--- config.mk ---
export PLATFORM = sky130hd
export DESIGN_NAME = rtc_apb_arbiter
export DESIGN_NICKNAME = d
export VERILOG_FILES = /design/src/rtl/rtc_arb_pkg.sv /design/src/rtl/rtc_rr_picker.sv /design/src/rtl/rtc_apb_arbiter.sv
export SDC_FILE = /design/constraint.sdc
export NUM_CORES = 1
export LEC_CHECK = 0
export BUFFER_PORTS_ARGS = -buffer_cell sky130_fd_sc_hd__buf_2
export CORE_MARGIN = 2
export CORE_UTILIZATION = 42
export DETAILED_ROUTE_END_ITERATION = 8
export PLACE_DENSITY = 0.78
export SLEW_MARGIN = 20
export SYNTH_ARGS = -nofsm -noshare
export SYNTH_HDL_FRONTEND = slang
export SYNTH_SLANG_ARGS = --single-unit
export TNS_END_PERCENT = 30
--- constraint.sdc ---
create_clock -name pclk -period 3.8 [get_ports pclk]
set_input_delay 1.14 -clock pclk [delete_from_list [all_inputs] [get_ports pclk]]
set_output_delay 1.14 -clock pclk [all_outputs]
set_load 0.02 [all_outputs]
--- src/rtl/rtc_arb_pkg.sv ---
// Shared types and constants for the RTC APB arbiter: FSM states, RTC register map,
// latched command layout and the round-robin index helper.
package rtc_arb_pkg;

    typedef enum logic [1:0] {
        ST_IDLE,
        ST_SETUP,
        ST_ACCESS,
        ST_RESP
    } arb_state_e;

    localparam logic [7:0] RTC_ADDR_TIME   = 8'h00;
    localparam logic [7:0] RTC_ADDR_ALARM  = 8'h04;
    localparam logic [7:0] RTC_ADDR_ADJUST = 8'h08;

    // Command fields are sized for the RTC register map; arbiter AW/DW must not exceed them.
    localparam int CMD_AW = 8;
    localparam int CMD_DW = 32;

    typedef struct packed {
        logic              write;
        logic [CMD_AW-1:0] addr;
        logic [CMD_DW-1:0] wdata;
    } rtc_cmd_t;

    function automatic int rr_idx(input int base, input int ofs, input int n);
        return (base + ofs) % n;
    endfunction

endpackage

--- src/rtl/rtc_rr_picker.sv ---
// Combinational round-robin pick: first set request at or after i_ptr, wrapping to 0.
module rtc_rr_picker
    import rtc_arb_pkg::*;
#(
    parameter int NREQ = 4,
    parameter int IW   = 2
) (
    input  logic [NREQ-1:0] i_req,
    input  logic [IW-1:0]   i_ptr,
    output logic [IW-1:0]   o_win,
    output logic            o_any
);

    logic [IW-1:0] w_idx;

    // Scan farthest-first so the candidate closest to i_ptr overwrites the others.
    always_comb begin
        o_any = 1'b0;
        o_win = '0;
        w_idx = '0;
        for (int k = NREQ - 1; k >= 0; k--) begin
            w_idx = IW'(rr_idx(int'(i_ptr), k, NREQ));
            if (i_req[w_idx]) begin
                o_any = 1'b1;
                o_win = w_idx;
            end
        end
    end

endmodule

--- src/rtl/rtc_apb_arbiter.sv ---
// Round-robin arbiter and sole APB master for the RTC completer.
// Optional ACCESS timeout with error response: define RTC_ARB_TIMEOUT_EN.
module rtc_apb_arbiter
    import rtc_arb_pkg::*;
#(
    parameter int NREQ    = 4,
    parameter int AW      = 8,
    parameter int DW      = 32,
    parameter int TIMEOUT = 16
) (
    input  logic               pclk,
    input  logic               preset,
    input  logic [NREQ-1:0]    req,
    input  logic [NREQ-1:0]    req_write,
    input  logic [NREQ*AW-1:0] req_addr,
    input  logic [NREQ*DW-1:0] req_wdata,
    output logic [NREQ-1:0]    done,
    output logic [DW-1:0]      rsp_rdata,
    output logic               rsp_err,
    output logic               psel,
    output logic               penable,
    output logic               pwrite,
    output logic [AW-1:0]      paddr,
    output logic [DW-1:0]      pwdata,
    input  logic               pready,
    input  logic [DW-1:0]      prdata
);

    localparam int IW = (NREQ > 1) ? $clog2(NREQ) : 1;

    arb_state_e     r_state;
    logic [IW-1:0]  r_win;
    logic [IW-1:0]  r_rr_ptr;
    rtc_cmd_t       r_cmd;
    logic           r_psel;
    logic           r_pen;
    logic [NREQ-1:0] r_done;
    logic [DW-1:0]  r_rdata;

    logic [IW-1:0]  w_win;
    logic           w_any;
    logic [AW-1:0]  w_addr;
    logic [DW-1:0]  w_wdata;

    rtc_rr_picker #(.NREQ(NREQ), .IW(IW)) u_picker (
        .i_req (req),
        .i_ptr (r_rr_ptr),
        .o_win (w_win),
        .o_any (w_any)
    );

    assign w_addr  = req_addr[w_win*AW +: AW];
    assign w_wdata = req_wdata[w_win*DW +: DW];

`ifdef RTC_ARB_TIMEOUT_EN
    localparam int TCW = (TIMEOUT > 1) ? $clog2(TIMEOUT) : 1;
    logic           r_err;
    logic [TCW-1:0] r_tcnt;
    assign rsp_err = r_err;
`else
    assign rsp_err = 1'b0;
`endif

    // The latched command doubles as the APB address/data/direction registers.
    always_ff @(posedge pclk or posedge preset) begin
        if (preset) begin
            r_state  <= ST_IDLE;
            r_win    <= '0;
            r_rr_ptr <= '0;
            r_cmd    <= '0;
            r_psel   <= 1'b0;
            r_pen    <= 1'b0;
            r_done   <= '0;
            r_rdata  <= '0;
`ifdef RTC_ARB_TIMEOUT_EN
            r_err    <= 1'b0;
            r_tcnt   <= '0;
`endif
        end else begin
            case (r_state)
                ST_IDLE: begin
                    if (w_any) begin
                        r_win   <= w_win;
                        r_cmd   <= '{write: req_write[w_win],
                                     addr:  CMD_AW'(w_addr),
                                     wdata: CMD_DW'(w_wdata)};
                        r_psel  <= 1'b1;
                        r_state <= ST_SETUP;
                    end
                end
                ST_SETUP: begin
                    r_pen   <= 1'b1;
`ifdef RTC_ARB_TIMEOUT_EN
                    r_tcnt  <= '0;
`endif
                    r_state <= ST_ACCESS;
                end
                ST_ACCESS: begin
                    if (pready) begin
                        r_psel  <= 1'b0;
                        r_pen   <= 1'b0;
                        r_done  <= NREQ'(1) << r_win;
                        r_rdata <= r_cmd.write ? '0 : prdata;
`ifdef RTC_ARB_TIMEOUT_EN
                        r_err   <= 1'b0;
`endif
                        r_state <= ST_RESP;
                    end
`ifdef RTC_ARB_TIMEOUT_EN
                    else if (r_tcnt == TCW'(TIMEOUT - 1)) begin
                        r_psel  <= 1'b0;
                        r_pen   <= 1'b0;
                        r_done  <= NREQ'(1) << r_win;
                        r_rdata <= '0;
                        r_err   <= 1'b1;
                        r_state <= ST_RESP;
                    end else begin
                        r_tcnt  <= r_tcnt + 1'b1;
                    end
`endif
                end
                ST_RESP: begin
                    r_done   <= '0;
                    r_rr_ptr <= IW'(rr_idx(int'(r_win), 1, NREQ));
                    r_state  <= ST_IDLE;
                end
                default: r_state <= ST_IDLE;
            endcase
        end
    end

    assign done      = r_done;
    assign rsp_rdata = r_rdata;
    assign psel      = r_psel;
    assign penable   = r_pen;
    assign pwrite    = r_cmd.write;
    assign paddr     = AW'(r_cmd.addr);
    assign pwdata    = DW'(r_cmd.wdata);

endmodule

==> summary.txt, run 1 <==
Outcome
  – Status: finished, final reports clean

Power and ir drop
  – Power share of the clock group: 0.116
  – Register share of total power: 0.323
  – Psw: 2.27 mW
  – Pwr dens: 791 nW/um^2
  – P_leak: 3.53 nW
  – Sw frac: 0.454
  – Maximum VDD drop: 0.506 mV
  – Comb power frac: 0.560
  – Int Pwr: 2.73 mW

Synth
  – Distinct cells, synth: 34
  – Syn Area/Cell: 10.5 um^2
  – Ys Warns: 0
  – Gate Count Post-Synth: 446
  – Synth Register Bits: 85
  – Post-Synthesis Net Count: 658
  – Synthesized area: 4680 um^2
  – Seq/Total Area, Yosys: 0.454

Clock network
  – Clk_lat worst skew: 0.36 ns
  – CTS H-tree lvls: 3
  – Setup bufs post-CTS: 0
  – CTS tree: done
  – Cts repair resizes: 0
  – Clock-pin slew on the worst setup and hold paths: 0.08 ns
  – Root Driver: clkbuf_8
  – Num CTS Buffers: 9
  – Clock buffer depth: 2
  – Hold-fix buffers, CTS: 0
  – TritonCTS Sinks: 85

Routing
  – DR pass1 iterations: 4
  – Via Count: 4455
  – Average wire per standard cell: 16.0 um
  – Post-route DRC violation count: 0
  – Antenna Nets Post-Route: 0
  – Starting DRT DRC Count: 235
  – Vias per cell: 5.14
  – DRT Wirelength: 13.9 mm

Placement
  – DPL Wire Length: 10.8 mm
  – Setup WS pre-CTS: 0.715 ns
  – IO Port Bufs: 281
  – Final RePlAce weighted congestion: 0.805

Worst hold path
  – Hold_sp: rsp_rdata[25]$_DFFE_PP0P_
  – Hold Crit Depth: 2
  – Min-delay worst type: reg2reg
  – Worst Hold End: rsp_rdata[25]$_DFFE_PP0P_

Timing
  – Worst setup slack after layout: 1.05 ns
  – Final Cycle Share: 0.723
  – Fmax: 364 MHz
  – Max Clock Skew: 0.0117 ns
  – Final min period: 2.75 ns
  – Total negative slack: 0 ns
  – Slew headroom: 0.341
  – Setup violators final: 0
  – Slew @ Worst Pin: 0.985 ns
  – Final hold violation count: 0
  – Final Max Slew Viols: 0
  – RSZ-0062 raised after global routing: false

Critical path
  – CP arrival: 2.94 ns
  – CP startpoint kind: input pin
  – Register-to-Register Path Depth: 5
  – Critical Path Sink Type: register
  – R2R Path Start: r_rr_ptr[0]$_DFFE_PP0P_
  – R2R Setup Slk: 1.56 ns
  – Worst R2R End: pwdata[29]$_DFFE_PP0P_
  – CP max FO: 28
  – WS Path Type: in2reg
  – Data required, critical path: 3.99 ns

Global routing
  – Grt total ovfl: 0
  – First-pass GRT wire length: 20.0 mm
  – Largest net degree at the start of global routing: 67
  – Initial antenna violation count: 1
  – Tot GR Track Use: 0.217
  – Vias in the first global route: 4209

Floorplan
  – Full die area: 12000 um^2
  – Die X: 110 um
  – Die H: 110 um
  – Core Region: 10800 um^2
  – Standard-cell rows: 38
  – Ports: 283
  – Initial Util: 0.432

Finish
  – Fraction of final layout cells sized beyond drive strength 1: 0.443
  – Number of fill cells: 963
  – Nets@finish: 932
  – Area Overhead vs Synth: 35.0%

Job
  – Max cap viols: 0
[cell usage after synthesis (all sizes together)]
cell	number	area [um^2]
a21o	1	7.51
nand2b	34	213
clkbuf	15	60.1
inv	8	30.0
or2	1	6.26
nor4	1	6.26
conb	1	3.75
a31oi	4	25.0
and2b	2	15.0
mux2	1	11.3
o221ai	41	365
mux2i	82	821
nor2	4	15.0
nor3	1	10.0
o22ai	2	18.8
o22a	1	8.76
buf	21	250
nand2	83	312
dfrtp	85	2130
o21ai	39	195
and2	1	6.26
a21oi	2	10.0
nor2b	5	31.3
ha	9	113
o221a	1	11.3
o32a	1	10.0
[layout make-up]
class                   count  area (um^2)  share of cell area
flip-flops and latches     85         2130               0.337
clock buffers              11          141              0.0224
well taps                 140          175              0.0277
clock inverters             5         36.3             0.00574
multi-input cells         317         2230               0.352
repair buffers            299         1580               0.250
diodes                      1         2.50            0.000396
inverters                   8         31.3             0.00495
[cells by family after synthesis]
kind of cell	share of synthesized area
muxes	0.178
adders and majority gates	0.0241
buffers and inverters	0.0727
AOI/OAI and AO/OA	0.139
other	0.000801
and+or+nand+nor	0.131
DFF	0.454
[layer usage]
layer	global-route usage	routed length [um]	vias to the layer above
li1	-	-	2134
met1	0.261	5580	2104
met2	0.385	7070	188
met3	0.0433	903	29
met4	0.0759	296	0
met5	0	0	-
[power groups by stage]
stage | Combinational (mW) | Clock [mW] | Sequential [mW]
6_report | 2.80 | 0.582 | 1.62
5_1_grt | 3.04 | 0.637 | 1.67
4_1_cts | 2.82 | 0.597 | 1.62
3_5_place_dp | 2.82 | 0 | 1.63
3_3_place_gp | 2.72 | 0 | 1.61
2_1_floorplan | 1.52 | 0 | 2.10
[registers in the layout, indices dropped and copies added (netlist names)]
name       count
pwdata        32
rsp_rdata     32
done           4
r_state        2
r_rr_ptr       2
paddr          8
r_win          2
penable        1
psel           1
pwrite         1
[stage by stage]
stage	instances	cell area (um^2)	utilization	hold WS, ns	total power [mW]
5_1_grt	865	6320	0.583	0.513	5.34
3_5_place_dp	849	6140	0.566	0.464	4.45
6_report	866	6320	0.583	0.482	5.00
4_1_cts	865	6320	0.583	0.485	5.03
3_3_place_gp	849	6140	0.566	0.457	4.33
2_1_floorplan	446	4680	-	0.495	3.62
[worst max path at each step]
stage                     startpoint                      to  cells after the start  slack (ns)
after floorplan               preset     done[0]$_DFFE_PP0P_                      1        0.47
after global placement        req[2]   pwdata[4]$_DFFE_PP0P_                      7        0.76
after detailed placement      req[2]  pwdata[29]$_DFFE_PP0P_                      7        0.72
after CTS                     req[2]  pwdata[29]$_DFFE_PP0P_                      7        1.08
after global routing          req[3]  pwdata[19]$_DFFE_PP0P_                      7        0.94
final                         req[2]  pwdata[29]$_DFFE_PP0P_                      7        1.05
[critical path, cell delays in order]
cell,delay [ns]
buf_2,0.10
inv_1,0.05
o221a_1,0.29
o22ai_4,0.60
buf_12,0.30
mux2i_1,0.27
o221ai_1,0.16
[layout by cell type (no fill, tap or decap), types with 2 or more instances in the layout]
cell        Yosys  routed
buf_4           3      15
a31oi_1         4       4
ha_1            9       9
buf_2           6     281
inv_1           8       7
a21oi_1         2       2
clkinvlp_4      0       3
clkinv_2        0       2
o221ai_1       40      40
clkbuf_8        0      10
o21ai_1        10      10
nor2b_1         5       5
buf_12          8       3
dfrtp_1        85      85
mux2i_1        82      82
and2b_1         2       2
o21ai_0        29      29
nor2_1          4       4
nand2_1        83      82
nand2b_1       34      33
Note: power is estimated with default switching activity, not from simulation.
==> run 2: changes to the inputs <==
--- a/config.mk
+++ b/config.mk
@@ -7,7 +7,7 @@
 export LEC_CHECK = 0
 export BUFFER_PORTS_ARGS = -buffer_cell sky130_fd_sc_hd__buf_2
 export CORE_MARGIN = 2
-export CORE_UTILIZATION = 42
+export CORE_UTILIZATION = 40
 export DETAILED_ROUTE_END_ITERATION = 8
 export PLACE_DENSITY = 0.78
 export SLEW_MARGIN = 20
==> constraint.sdc (replaced) <==
create_clock -name pclk -period 2.25 [get_ports pclk]
set_input_delay 0.675 -clock pclk [delete_from_list [all_inputs] [get_ports pclk]]
set_output_delay 0.675 -clock pclk [all_outputs]
set_load 0.02 [all_outputs]
==> summary.txt, run 2 (same netlist as run 1, synthesis figures left out) <==
Outcome
  – Status: finished, final reports clean

Finish
  – Commonest cells after routing, fill and taps aside: buf_2 (281), dfrtp_1 (85), nand2_1 (83)
  – Commonest non-fill, non-tap cell in the layout: buf_2
  – N_diodes: 0 (-1)
  – Area Overhead vs Synth: 39.4%
  – Post-Layout Cell Count: 874 (+0.92%)
  – Fin util: 0.571 (-0.0115)
  – Number of fill cells: 981 (+1.9%)
  – Fraction of final layout cells sized beyond drive strength 1: 0.449 (+0.00594)
  – Nets@finish: 938 (+0.64%)

Clock network
  – Clk_lat worst skew: 0.33 ns (-0.03 ns)
  – TritonCTS Sinks: 85 (unchanged)
  – Cts repair resizes: 0 (unchanged)
  – Clock-pin slew on the worst setup and hold paths: 0.07 ns (about the same)
  – Num CTS Buffers: 9 (unchanged)
  – CTS tree: done
  – Setup bufs post-CTS: 0 (unchanged)
  – CTS H-tree lvls: 3 (unchanged)
  – Clock buffer depth: 2 (unchanged)
  – Root Driver: clkbuf_16
  – Hold-fix buffers, CTS: 0 (unchanged)

Timing
  – Final min period: 1.86 ns
  – RSZ-0062 raised after global routing: false
  – Worst setup slack after layout: 0.385 ns (-0.666 ns)
  – Final hold violation count: 0 (unchanged)
  – Fmax: 536 MHz
  – Setup violators final: 0 (unchanged)
  – Final Cycle Share: 0.829
  – Total negative slack: 0 ns (unchanged)
  – Final Max Slew Viols: 0 (unchanged)
  – Final Hold Slack: 0.466 ns (-0.0164 ns)
  – Max Clock Skew: 0.00685 ns (-0.00489 ns)

Critical path
  – Worst R2R End: r_state[0]$_DFFE_PP0P_
  – Register-to-Register Path Depth: 5 (unchanged)
  – R2R Setup Slk: 0.39 ns (-1.17 ns)
  – R2R Path Start: r_state[0]$_DFFE_PP0P_
  – CP arrival: 2.08 ns (-0.86 ns)
  – Data required, critical path: 2.47 ns (-1.52 ns)
  – CP max stage cell: nor2b_1
  – Critical Path Max Stage Delay: 0.46 ns (-0.14 ns)
  – WS Path Type: reg2reg
  – Crit-path cells: inv_1 -> ha_1 -> nor2b_1 -> nor2_1 -> o32a_1
  – CP max FO: 12 (-57%)
  – CP startpoint kind: register
  – Critical Path Sink Type: register

Routing
  – DRT Wirelength: 13.4 mm (-3.3%)
  – Average wire per standard cell: 15.3 um (-4.2%)
  – Starting DRT DRC Count: 179 (-24%)
  – Via Count: 4473 (+0.40%)
  – Antenna Nets Post-Route: 0 (unchanged)
  – DR pass1 iterations: 4 (unchanged)
  – Vias per cell: 5.12 (-0.51%)
  – Post-route DRC violation count: 0 (unchanged)

Floorplan
  – Core Region: 11400 um^2 (+5.3%)
  – Initial Util: 0.410 (-0.0219)
  – Die H: 112 um (+2.4%)
  – Full die area: 12600 um^2 (+4.8%)
  – Die X: 112 um (+2.4%)
  – Standard-cell rows: 39 (+2.6%)
  – Ports: 283 (unchanged)

Global routing
  – Met2 track demand over resource: 0.380 (-0.00540)
  – Vias in the first global route: 4505 (+7.0%)
  – GR peak layer: met2
  – Largest net degree at the start of global routing: 86 (+28%)
  – Initial antenna violation count: 0 (-1)
  – Met3 global-route usage: 0.0340 (-0.00925)
  – Met1 Resource Use GR: 0.242 (-0.0189)
  – Tot GR Track Use: 0.209 (-0.00839)
  – Grt total ovfl: 0 (unchanged)
  – First-pass GRT wire length: 21.3 mm (+6.6%)

Placement
  – Setup WS pre-CTS: 0.0461 ns (-0.669 ns)
  – Final RePlAce weighted congestion: 0.836 (+3.9%)
  – Placed insts: 858 (+1.1%)
  – DPL Wire Length: 10.3 mm (-4.8%)
  – IO Port Bufs: 281 (unchanged)

Worst hold path
  – Min-delay worst type: in2async

Job
  – Max cap viols: 0 (unchanged)

Power and ir drop
  – Sw frac: 0.432 (-0.0225)
  – Register share of total power: 0.302 (-0.021)
  – Int Pwr: 5.10 mW (+87%)
  – Maximum VDD drop: 0.657 mV (+30%)
  – P_leak: 3.63 nW (+2.7%)
  – Comb power frac: 0.541 (-0.019)
  – Power share of the clock group: 0.157 (+0.041)
  – Pwr dens: 1370 nW/um^2 (+74%)
  – Psw: 3.87 mW (+70%)
==> run 2: cell count changes in the layout (fill, tap and decap cells not counted) <==
cell,before,now
diode_2,1,0
nand2b_2,1,2
inv_6,0,2
nand2b_1,33,32
or2_1,1,0
clkbuf_16,0,9
clkinv_2,2,0
buf_4,15,17
or2_2,0,1
clkbuf_8,10,1
buf_12,3,7
nand2_2,1,0
nand2_1,82,83
==> run 2: power groups by stage <==
| stage | Combinational, mW | Clock (mW) | Sequential [mW] |
|---|---|---|---|
| finish | 4.85 | 1.41 | 2.71 |
| global route | 5.29 | 1.51 | 2.81 |
| CTS | 4.89 | 1.44 | 2.72 |
| detailed placement | 4.88 | 0 | 2.73 |
| global placement | 4.71 | 0 | 2.69 |
| floorplan | 2.57 | 0 | 3.55 |
==> run 2: worst max-delay path by stage <==
stage | start | endpoint | slack [ns] | depth (start not counted)
after floorplan | req[2] | paddr[7]$_DFFE_PP0P_ | 0.34 | 7
after global placement | req[2] | pwdata[8]$_DFFE_PP0P_ | 0.11 | 8
after detailed placement | req[2] | pwdata[2]$_DFFE_PP0P_ | 0.05 | 8
after CTS | r_state[0]$_DFFE_PP0P_ | r_state[1]$_DFFE_PP0P_ | 0.40 | 6
after global routing | r_state[0]$_DFFE_PP0P_ | r_state[1]$_DFFE_PP0P_ | 0.23 | 6
final | r_state[0]$_DFFE_PP0P_ | r_state[0]$_DFFE_PP0P_ | 0.39 | 5
==> run 2: layout make-up <==
class	count	area (um^2)	share of cell area
clock buffer	11	243	0.0372
multi-input combinational	317	2230	0.341
tap	143	179	0.0274
sequential	85	2130	0.326
timing repair buffer	305	1670	0.257
clock inverter	5	41.3	0.00633
inverter	8	33.8	0.00518
==> run 2: stage by stage <==
stage                     instance area, um^2  total power [mW]
after global placement                   6240              7.41
final                                    6530              8.96
after global routing                     6530              9.60
after floorplan                          4690              6.12
after detailed placement                 6240              7.61
after CTS                                6530              9.05
==> run 2: worst max-delay path, delay by kind of cell, from the launching register on <==
kind	cells	cell delay, ns
compound gates	1	0.19
flops	1	0.41
fa+ha+maj	1	0.42
buf+inv	1	0.13
simple gates	2	0.60
==> run 2: routing by layer <==
layer	up-vias	wire, um
met5	-	0
met4	0	310
met3	26	836
met2	185	7060
met1	2115	5180
li1	2147	-
==> run 3: changes to the inputs <==
--- a/config.mk
+++ b/config.mk
@@ -7,7 +7,7 @@
 export LEC_CHECK = 0
 export BUFFER_PORTS_ARGS = -buffer_cell sky130_fd_sc_hd__buf_2
 export CORE_MARGIN = 2
-export CORE_UTILIZATION = 40
+export CORE_UTILIZATION = 42
 export DETAILED_ROUTE_END_ITERATION = 8
 export PLACE_DENSITY = 0.78
 export SLEW_MARGIN = 20
==> constraint.sdc (replaced) <==
create_clock -name pclk -period 1.9 [get_ports pclk]
set_input_delay 0.57 -clock pclk [delete_from_list [all_inputs] [get_ports pclk]]
set_output_delay 0.57 -clock pclk [all_outputs]
set_load 0.02 [all_outputs]
==> summary.txt, run 3 (same netlist as run 1, synthesis figures left out) <==
Global routing
  – Met1 Resource Use GR: 0.277 (+0.0354)
  – First-pass GRT wire length: 21.1 mm (-0.88%)
  – Vias in the first global route: 4419 (-1.9%)
  – Met3 global-route usage: 0.0433 (+0.00925)
  – GR peak layer: met2
  – Initial antenna violation count: 0 (unchanged)
  – Met2 track demand over resource: 0.384 (+0.00408)
  – Grt total ovfl: 0 (unchanged)
  – Largest net degree at the start of global routing: 86 (unchanged)
  – Tot GR Track Use: 0.228 (+0.0198)

Finish
  – Register area: 2130 um^2 (unchanged)
  – Nets@finish: 945 (+0.75%)
  – N_diodes: 0 (unchanged)
  – Multi-input logic area: 2240 um^2 (+0.62%)
  – Fraction of final layout cells sized beyond drive strength 1: 0.457 (+0.00856)
  – Commonest cells after routing, fill and taps aside: buf_2 (281), dfrtp_1 (85), nand2_1 (82)
  – Area Overhead vs Synth: 38.8%
  – Fin util: 0.600 (+0.0282)
  – Number of fill cells: 925 (-5.7%)
  – Commonest non-fill, non-tap cell in the layout: buf_2
  – Fin area: 6500 um^2 (-0.38%)

Timing
  – Final Cycle Share: 0.938 (+0.109)
  – Max Clock Skew: 0.00994 ns (+0.00309 ns)
  – Final min period: 1.78 ns (-0.0824 ns)
  – RSZ-0062 raised after global routing: false
  – Fmax: 561 MHz (+4.6%)
  – Final hold violation count: 0 (unchanged)
  – Setup violators final: 0 (unchanged)
  – Final Max Slew Viols: 0 (unchanged)

Outcome
  – Status: finished, final reports clean

Routing
  – DRT Wirelength: 14.1 mm (+5.5%)
  – Average wire per standard cell: 16.1 um (+5.1%)
  – Vias per cell: 5.13 (+0.33%)
  – Via Count: 4503 (+0.67%)
  – Antenna Nets Post-Route: 0 (unchanged)
  – Starting DRT DRC Count: 235 (+31%)
  – Post-route DRC violation count: 0 (unchanged)
  – DR pass1 iterations: 6 (+2)

Clock network
  – TritonCTS Sinks: 85 (unchanged)
  – Root Driver: clkbuf_8
  – Clock buffer depth: 2 (unchanged)
  – CTS H-tree lvls: 3 (unchanged)
  – Num CTS Buffers: 9 (unchanged)
  – CTS tree: done
  – Clock-pin slew on the worst setup and hold paths: 0.09 ns (+0.02 ns)
  – Clk_lat worst skew: 0.36 ns (+0.03 ns)
  – Hold-fix buffers, CTS: 0 (unchanged)

Critical path
  – WS Path Type: reg2reg
  – R2R Path Start: r_rr_ptr[0]$_DFFE_PP0P_
  – Data required, critical path: 2.12 ns (-0.35 ns)
  – CP arrival: 2.01 ns (-0.07 ns)
  – Register-to-Register Path Depth: 6 (+1)
  – Critical Path Sink Type: register
  – Setup crit start: r_rr_ptr[0]$_DFFE_PP0P_
  – CP max FO: 20 (+8)
  – CP startpoint kind: register

Placement
  – IO Port Bufs: 281 (unchanged)
  – Final RePlAce weighted congestion: 0.827 (-1.1%)
  – DPL Wire Length: 10.9 mm (+6.2%)
  – Area after DPL: 6280 um^2 (+0.66%)

Power and ir drop
  – P_leak: 3.62 nW (-0.13%)
  – Maximum VDD drop: 0.697 mV (+6.2%)
  – Pwr dens: 1600 nW/um^2 (+16%)

Floorplan
  – Ports: 283 (unchanged)
  – Standard-cell rows: 38 (-2.6%)
  – Die X: 110 um (-2.3%)
  – Initial Util: 0.432 (+0.0219)
  – Die H: 110 um (-2.3%)
  – Core Region: 10800 um^2 (-5.1%)
  – Full die area: 12000 um^2 (-4.6%)

Worst hold path
  – Min-delay worst type: in2async

Job
  – Max cap viols: 0 (unchanged)
run 3: path summary, 6_finish.rpt:
path,end,slack [ns]
setup / recovery,pwdata[6]$_DFFE_PP0P_,0.12
hold / removal,rsp_rdata[12]$_DFFE_PP0P_,0.33
setup reg to reg,pwdata[6]$_DFFE_PP0P_,0.12
hold reg to reg,rsp_rdata[29]$_DFFE_PP0P_,0.48
max in group asynchronous,pwdata[12]$_DFFE_PP0P_,1.21
min in group pclk,rsp_rdata[18]$_DFFE_PP0P_,0.45
run 3: worst max-delay path, cell delays in order, from the launching register on:
cell	delay, ns
dfrtp_1	0.42
o221a_1	0.29
o22ai_4	0.17
buf_12	0.19
buf_16	0.19
mux2i_1	0.24
o221ai_1	0.14
run 3: metal layers:
layer / wire length (um) / up-vias
met5: 0 / -
met4: 407 / 0
met3: 947 / 34
met2: 7200 / 197
met1: 5560 / 2115
li1: - / 2157
run 3: area by class of cell:
class | count | area share
clock buffers | 9 | 0.0191
clock inverters | 6 | 0.0100
inverters | 8 | 0.00520
multi-input cells | 317 | 0.345
flip-flops and latches | 85 | 0.327
well taps | 140 | 0.0269
repair buffers | 312 | 0.267
run 3: through the flow:
stage / total power [mW] / hold WS, ns / TNS [ns] / setup WS (ns) / cells
global placement: 8.89 / 0.456 / -3.86 / -0.142 / 861
finish: 10.4 / 0.330 / 0 / 0.118 / 877
floorplan: 7.24 / 0.495 / 0 / 0.0984 / 446
global route: 11.1 / 0.365 / 0 / 0.00855 / 877
detailed placement: 9.14 / 0.464 / -5.97 / -0.201 / 861
CTS: 10.4 / 0.336 / 0 / 0.0894 / 876
run 3: repair_timing:
| action | 4_1_cts | 5_1_grt |
|---|---|---|
| buffers inserted | 0 | 1 |
| endpoints found under the setup margin | 0 | 2 |
| gates resized for setup | 0 | 4 |
run 3: where the power goes:
group / total, mW / internal [mW] / leakage [nW] / switching, mW
Sequential: 3.23 / 2.70 / 1.07 / 0.526
Combinational: 5.89 / 2.48 / 2.46 / 3.41
Clock: 1.26 / 0.600 / 0.0950 / 0.663
Total: 10.4 / 5.78 / 3.62 / 4.60
